==> src/rtl/mu2cgra_lane_bridge.sv <==
// ---------------------------------------------------------------------------
// mu2cgra_lane_bridge
//
// Buffered bridge from the matrix-unit systolic output word (NUM_LANES lanes of
// LANE_W bits, valid/ready) to the CGRA tile-array input lanes.
//
// A DEPTH-entry word FIFO absorbs CGRA backpressure. Each stored word is
// optionally serialised into BEATS = NUM_LANES/OUT_LANES beats of OUT_LANES
// lanes each. A per-lane mask zeroes lanes at enqueue time. A saturating
// counter records cycles where a beat was offered but not taken.
//
// Ports
//   clk_in, reset_in      clock, asynchronous active-high reset
//   mu_dat/mu_vld/mu_rdy  matrix-unit word stream (lane i at [i*LANE_W +: LANE_W])
//   cfg_lane_mask         1 = lane passes, 0 = lane zeroed (sampled at push)
//   cgra_dat/vld/rdy      CGRA beat stream (lane j at [j*LANE_W +: LANE_W])
//   cgra_beat_idx         beat index of the current beat within its word
//   cgra_last             current beat is the final beat of its word
//   fifo_count            words currently held
//   stat_clr              synchronous clear of stall_cycles
//   stall_cycles          saturating count of cycles with cgra_vld & !cgra_rdy
//
// Notes
//   OUT_LANES must divide NUM_LANES and DEPTH must be >= 1.
//   FIFO storage is not reset; only pointers, occupancy, beat and stall state.
// ---------------------------------------------------------------------------

// Per-lane enqueue mask: passes the lane or forces it to zero.
module mu2cgra_lane_mask #(
    parameter int unsigned LANE_W = 16
) (
    input  logic [LANE_W-1:0] lane_i,
    input  logic              en_i,
    output logic [LANE_W-1:0] lane_o
);
    assign lane_o = en_i ? lane_i : '0;
endmodule

module mu2cgra_lane_bridge #(
    parameter  int unsigned NUM_LANES = 32,
    parameter  int unsigned LANE_W    = 16,
    parameter  int unsigned DEPTH     = 4,
    parameter  int unsigned OUT_LANES = 32,
    parameter  int unsigned STALL_W   = 32,
    localparam int unsigned BEATS     = NUM_LANES / OUT_LANES,
    localparam int unsigned BIDX_W    = (BEATS > 1) ? $clog2(BEATS) : 1,
    localparam int unsigned CNT_W     = $clog2(DEPTH + 1)
) (
    input  logic                          clk_in,
    input  logic                          reset_in,
    input  logic [NUM_LANES*LANE_W-1:0]   mu_dat,
    input  logic                          mu_vld,
    output logic                          mu_rdy,
    input  logic [NUM_LANES-1:0]          cfg_lane_mask,
    output logic [OUT_LANES*LANE_W-1:0]   cgra_dat,
    output logic                          cgra_vld,
    input  logic                          cgra_rdy,
    output logic [BIDX_W-1:0]             cgra_beat_idx,
    output logic                          cgra_last,
    output logic [CNT_W-1:0]              fifo_count,
    input  logic                          stat_clr,
    output logic [STALL_W-1:0]            stall_cycles
);

    localparam int unsigned WORD_W = NUM_LANES * LANE_W;
    localparam int unsigned BEAT_W = OUT_LANES * LANE_W;
    localparam int unsigned PTR_W  = (DEPTH > 1) ? $clog2(DEPTH) : 1;

    // -----------------------------------------------------------------------
    // Lane masking at enqueue
    // -----------------------------------------------------------------------
    logic [NUM_LANES-1:0][LANE_W-1:0] mu_lanes;
    logic [NUM_LANES-1:0][LANE_W-1:0] wr_lanes;

    assign mu_lanes = mu_dat;

    for (genvar i = 0; i < NUM_LANES; i++) begin : g_lane
        mu2cgra_lane_mask #(
            .LANE_W (LANE_W)
        ) u_mask (
            .lane_i (mu_lanes[i]),
            .en_i   (cfg_lane_mask[i]),
            .lane_o (wr_lanes[i])
        );
    end

    // -----------------------------------------------------------------------
    // State
    // -----------------------------------------------------------------------
    logic [WORD_W-1:0]  mem_q [DEPTH];
    logic [PTR_W-1:0]   wr_ptr_q, wr_ptr_d;
    logic [PTR_W-1:0]   rd_ptr_q, rd_ptr_d;
    logic [CNT_W-1:0]   count_q,  count_d;
    logic [BIDX_W-1:0]  beat_q,   beat_d;
    logic [STALL_W-1:0] stall_q,  stall_d;

    logic push;
    logic pop;
    logic beat_fire;
    logic last_beat;

    // Pointers wrap at DEPTH explicitly so non-power-of-two depths work.
    function automatic logic [PTR_W-1:0] ptr_inc(input logic [PTR_W-1:0] p);
        return (p == PTR_W'(DEPTH - 1)) ? '0 : p + 1'b1;
    endfunction

    // Ready depends only on registered occupancy: space freed by a pop shows
    // up one cycle later, keeping cgra_rdy off the mu_rdy path.
    assign mu_rdy    = (count_q < CNT_W'(DEPTH));
    assign cgra_vld  = (count_q != '0);
    assign push      = mu_vld & mu_rdy;
    assign beat_fire = cgra_vld & cgra_rdy;
    assign pop       = beat_fire & last_beat;

    // -----------------------------------------------------------------------
    // Head word beat selection
    // -----------------------------------------------------------------------
    logic [BEATS-1:0][BEAT_W-1:0] head_beats;
    logic [BEAT_W-1:0]            beat_dat;

    assign head_beats = mem_q[rd_ptr_q];

    if (BEATS == 1) begin : g_single
        assign last_beat = 1'b1;
        assign beat_dat  = head_beats[0];
    end else begin : g_multi
        assign last_beat = (beat_q == BIDX_W'(BEATS - 1));
        assign beat_dat  = head_beats[beat_q];
    end

    // Storage contents are stale when empty, so gate the output to zero.
    assign cgra_dat      = cgra_vld ? beat_dat : '0;
    assign cgra_beat_idx = beat_q;
    assign cgra_last     = last_beat;
    assign fifo_count    = count_q;
    assign stall_cycles  = stall_q;

    // -----------------------------------------------------------------------
    // Next state
    // -----------------------------------------------------------------------
    always_comb begin
        wr_ptr_d = wr_ptr_q;
        rd_ptr_d = rd_ptr_q;
        count_d  = count_q;
        beat_d   = beat_q;
        stall_d  = stall_q;

        if (push) wr_ptr_d = ptr_inc(wr_ptr_q);
        if (pop)  rd_ptr_d = ptr_inc(rd_ptr_q);

        // Simultaneous push and pop leaves occupancy unchanged.
        case ({push, pop})
            2'b10:   count_d = count_q + 1'b1;
            2'b01:   count_d = count_q - 1'b1;
            default: count_d = count_q;
        endcase

        // Beat advances only on an accepted beat; otherwise the beat and its
        // data are held while the CGRA stalls.
        if (beat_fire) beat_d = last_beat ? '0 : beat_q + 1'b1;

        // Clear wins over increment; increment stops at all-ones.
        if (stat_clr)
            stall_d = '0;
        else if (cgra_vld && !cgra_rdy && !(&stall_q))
            stall_d = stall_q + 1'b1;
    end

    always_ff @(posedge clk_in or posedge reset_in) begin
        if (reset_in) begin
            wr_ptr_q <= '0;
            rd_ptr_q <= '0;
            count_q  <= '0;
            beat_q   <= '0;
            stall_q  <= '0;
        end else begin
            wr_ptr_q <= wr_ptr_d;
            rd_ptr_q <= rd_ptr_d;
            count_q  <= count_d;
            beat_q   <= beat_d;
            stall_q  <= stall_d;
        end
    end

    // Word storage: no reset, written with the masked word on push.
    always_ff @(posedge clk_in) begin
        if (push) mem_q[wr_ptr_q] <= wr_lanes;
    end

endmodule

==> config.mk <==
export PLATFORM = sky130hd
export DESIGN_NAME = mu2cgra_lane_bridge
export DESIGN_NICKNAME = d
export VERILOG_FILES = /design/src/rtl/mu2cgra_lane_bridge.sv
export SDC_FILE = /design/constraint.sdc
export NUM_CORES = 2
export LEC_CHECK = 0
export CORE_ASPECT_RATIO = 0.9
export CORE_MARGIN = 4
export CORE_UTILIZATION = 45
export CTS_CLUSTER_SIZE = 40
export DETAILED_ROUTE_END_ITERATION = 7
export PLACE_DENSITY = 0.72
export SETUP_SLACK_MARGIN = 0.02
export SYNTH_ARGS = -nofsm -noshare
export SYNTH_HDL_FRONTEND = slang
export SYNTH_SLANG_ARGS = --single-unit
==> constraint.sdc <==
create_clock -name clk_in -period 32.7 [get_ports clk_in]
set_clock_uncertainty 0.2 [all_clocks]
set_input_delay 3.27 -clock clk_in [delete_from_list [all_inputs] [get_ports clk_in]]
set_output_delay 3.27 -clock clk_in [all_outputs]
set_load 0.01 [all_outputs]
* Word-level counts from Yosys, hierarchy flattened *
Memory sizes are Yosys's and may differ from the RTL's.
Index checks and enable logic that the tools add are counted.

cells by class
  $add $sub $neg = 5
  magnitude comparators = 1
  eq/ne operators = 4
  muxes and demuxes = 40
  bitwise operators = 2
  reduce and logical (&&, ||, !) cells = 8

operator list
  kind                                                 count
  two-way mux 16 bit                                   32
  two-way mux 512 bit                                  1
  two-way mux 32 bit                                   2
  adder 32 x 1 -> 32 bit, second input constant        1
  AND reduction 32 bit                                 1
  equality test 2 bit, second input constant           3
  one-hot mux 3 bit (2 select lines)                   1
  adder 2 x 1 -> 2 bit, second input constant          2
  two-way mux 2 bit                                    2
  nonzero test 2 bit                                   2
  adder 3 x 1 -> 3 bit, second input constant          1
  < comparator 3 bit, second input constant            1
  nonzero test 3 bit                                   1
  subtractor 3 x 1 -> 3 bit, second input constant     1
  bitwise AND 1 bit                                    2
  equality test 2 x 1 -> 1 bit, second input constant  1
  logical AND 1 bit                                    2
  logical NOT 1 bit                                    2
  two-way mux 1 bit                                    2

word-level totals
  bits in registers = 39
  RAM bits = 2048
  word-level logic and storage cells = 65
  memories = 1

memory list
  memory  depth  bits a word  read ports  clocked after Yosys merged registers in  wr ports  RTL line  RTL
  mem_q   4      512          1           0                                        1         90        logic [WORD_W-1:0] mem_q [DEPTH];

* Longest topological paths before layout *
  depth in word-level cells = 5
  depth in mapped cells = 11
  depth with buffers taken out = 10

* Cells and area by module *
A second synthesis with hierarchy kept.

second synthesis, totals
  cells, all modules = 4026
  area, all modules = 83234.8 um2

by module, submodules not included
  module               times used  cells each  area an instance (um2)  sequential area each (um2)
  mu2cgra_lane_bridge  1           3482        79191.0                 62474.9
  mu2cgra_lane_mask    32          17          126.4                   0.0

* Worst setup path before layout *
Ideal clock, no wire load.

  path kind = input-to-reg
  start = input port mu_vld
  end = memory mem_q[3][0] (netlist name), enable pin
  library setup time = 0.944 ns
  arrival = 15.151 ns
  required time = 31.556 ns
  slack = 16.406 ns
  cell stages on the path = 2
  path buffers = 0
  path through = nor2b_1 and2_1

on the way
  word-level cells in the longest chain between the ends = 3

ends and longest elaborated chain
  element                                  RTL line  RTL
  start: declaration                       52        input logic mu_vld,
  bitwise AND 1 bit                        111       assign push = mu_vld & mu_rdy;
  two-way mux 1 bit                        187       if (push) mem_q[wr_ptr_q] <= wr_lanes;
  two-way mux 1 bit (implied by the code)  187
  end: declaration                         90

Every way passes these cells.

* Worst setup path after layout *
  start = register rd_ptr_q[0]
  end = output port cgra_dat[496]

on the way
  word-level cells in the longest chain between the ends = 2

ends and longest elaborated chain
  element                    RTL line  RTL
  start: declaration         92        logic [PTR_W-1:0] rd_ptr_q, rd_ptr_d;
  start signal: assignment   178       rd_ptr_q <= rd_ptr_d;
  memory read (4 x 512 bit)  n/a
  two-way mux 512 bit        132       assign cgra_dat = cgra_vld ? beat_dat : '0;
  end: declaration           55        output logic [OUT_LANES*LANE_W-1:0] cgra_dat,

Every way passes these cells.

==> run metrics <==
peak supply drop=between 0.07 and 0.08 mV; Placed Area=about 96,000 um2; Worst-Skew Late Latency=around 0.81 ns; worst r2r src=fifo_count[2]; Cell Area, Synth=~82,000 um2; Ports=approximately 1,100; crit path from=rd_ptr_q[0]; Slew @ Worst Pin=1.41 ns; Synth Flop Type=edfxtp_1; most frequent cells in the layout=edfxtp_1 (2,048), clkdlybuf4s50_1 (1,097), and2_1 (1,026); EDFF count, synth=between 2,000 and 2,500; Mapped Nets=4,593; die area=approximately 190,000 um2; Slew Viols, Final=0; setup repair bufs after CTS=0; Yosys top cell area share=around 75%; dominant cell type by area after synthesis=edfxtp_1; DRT iter0 DRCs=4,007; CP required=slightly below 30 ns; CTS clk-pin slew, worst paths=~0.060 ns; TritonCTS Buffers=around 200; setup ws final=23.55 ns; CP Class=reg2out; WL final=between 200 and 250 mm; Final Cell Area=between 100,000 and 150,000 um2; Hold Violations, Final=0; drc violations=0; Worst Path Arrival=between 5 and 6 ns; CTS Hold Bufs=0; Internal=between 6 and 7 mW; HPWL after detailed placement=about 140 mm; Overflow after GRT=0; Synth cell types=45; vias=between 40,000 and 50,000; Synth Instances=a little over 4,000; WL/cell=between 20 and 30 um; setup tns final=0 ns; Synth Register Bits=2,087; Chip Height=about 410 um; DR top layer=met5; Max-Cap Viols=0; asr flop ratio synth=under 10%; synth warn=0; PwrDens=a little under 90 nW/um2; vias in the first global route=roughly 45,000; WL met3=around 16 mm; layout cell share with drive strength beyond 1=16.3%; row count=148; f_max=~110 MHz; Setup Viol. Count Final=0; Met2 Wirelength=between 100 and 150 mm; clock network power share=25.3%; worst slack at placement=~24 ns; Area Growth Syn to Fin=24.8%; CTS resizes=0; slew margin rel.=under 10%; fin util=a little under three fifths; Initial Util=45.5%; RSZ-0062 raised after global routing=false; Avg Inst Size Synth=approximately 20 um2; Net Sw Power=between 2 and 3 mW; Tot GR Track Use=22.6%; period utilization=between 20% and 30%; largest net degree at the start of global routing=200; Placer Congestion=0.839; first-pass GRT wire length=around 320 mm; Post-Route M1 WL=a little over 80 mm; Post-DRT Antenna Nets=0; core region area=roughly 180,000 um2; CP Launch Type=flop; Hold Crit Class=reg2reg; CTS max path bufs=3; Critical R2R Capture=mem_q[2][290]; Nets=5,736; CTS tree=yes; clk sinks=about 2,100; Worst Path Max Fanout=110; Setup crit end=cgra_dat[496]; post-synthesis sequential area ratio=75.7%; drt via density=5.51; element type at the critical path end=output pin; power consumption=roughly 9.1 mW; DRT Pass-1 Iters=5; Worst R2R Path Depth=6; Worst R2R Setup Slack=around 27 ns; Root Driver=clkbuf_16; switching part of the total=between 30% and 40%; status=finished, final reports clean; Final Critical Period=between 9 and 10 ns; port bufs=roughly 1,100; H-tree Lvls=4; commonest non-fill, non-tap cell in the layout=edfxtp_1; initial antenna violation count=68; Die W=459 um; Leak=approximately 33 nW; Comb power frac=about 37%; top cells by area, synth=edfxtp_1 (75%), mux4_2 (14%), and2_1 (7.8%), dfrtp_1 (1.2%), clkbuf_1 (0.58%); part of the power in registers=around 38%
## routing by layer
layer / vias to the layer above / global-route usage [%]
li1: 18300 / -
met1: 22500 / 27.9
met2: 1749 / 37.4
met3: 371 / 5.71
met4: 24 / 10.9
met5: - / 0
## through the flow
step / hold WS, ns / cells
2_1_floorplan: 0.345 / 4036
3_3_place_gp: 0.324 / 7374
3_5_place_dp: 0.323 / 7374
4_1_cts: 0.338 / 7749
5_1_grt: 0.381 / 7787
6_report: 0.338 / 7801
## cells by family after synthesis
| group | share of synthesized area (%) |
|---|---|
| DFF | 75.7 |
| and+or+nand+nor | 8.57 |
| muxes | 14.0 |
| buffers and inverters | 1.06 |
| AOI/OAI and AO/OA | 0.372 |
| adders and majority gates | 0.130 |
| xor gates and xnor gates | 0.0849 |
| other | 0.00910 |
## sequential cells by signal (all words and copies together), names as in the netlist
signal        count
mem_q          2048
rd_ptr_q          2
wr_ptr_q          2
fifo_count        3
stall_cycles     32
## how the worst min path moves through the flow
| stage | startpoint | end | slack (ns) | cells past startpoint |
|---|---|---|---|---|
| final | fifo_count[0] | fifo_count[0] | 0.34 | 1 |
| after CTS | fifo_count[0] | fifo_count[0] | 0.34 | 1 |
| after global placement | fifo_count[0] | fifo_count[0] | 0.32 | 1 |
| after floorplan | fifo_count[0] | fifo_count[0] | 0.35 | 1 |
| after detailed placement | fifo_count[0] | fifo_count[0] | 0.32 | 1 |
| after global routing | fifo_count[0] | fifo_count[0] | 0.38 | 1 |
## cell usage after synthesis (all sizes together), types with 6 or more instances
library cell	number
nand4	11
nor4	6
and2	1030
a21oi	21
ha	7
or3	15
inv	15
o21ai	15
clkbuf	127
dfrtp	39
or4	9
nor2	11
mux4	512
nand3	13
buf	87
edfxtp	2048
o31ai	7
nand2	16
## power groups by stage
| stage | registers [mW] | logic, mW | clock network, mW |
|---|---|---|---|
| global placement | 3.46 | 3.42 | 0 |
| CTS | 3.43 | 3.44 | 2.36 |
| global route | 3.45 | 3.54 | 2.48 |
| detailed placement | 3.48 | 3.42 | 0 |
| finish | 3.43 | 3.37 | 2.31 |
| floorplan | 3.64 | 1.72 | 0 |
## critical path, stage by stage (launching register included)
cell	delay, ns
dfrtp_4	0.82
buf_12	0.65
buf_4	0.83
buf_4	0.87
mux4_2	0.61
and2_1	0.17
clkdlybuf4s50_1	0.54
## cell type report
cell class,instances,area (um2)
Fill cell,13500,78500
Clock buffer,249,5260
Tap cell,2400,3000
Antenna cell,52,130
Inverter,15,63.8
Timing Repair Buffer,1152,11500
Multi-Input combinational cell,1720,19200
Clock inverter,126,1390
Sequential cell,2087,62500
Power figures use the tool's default switching activity.
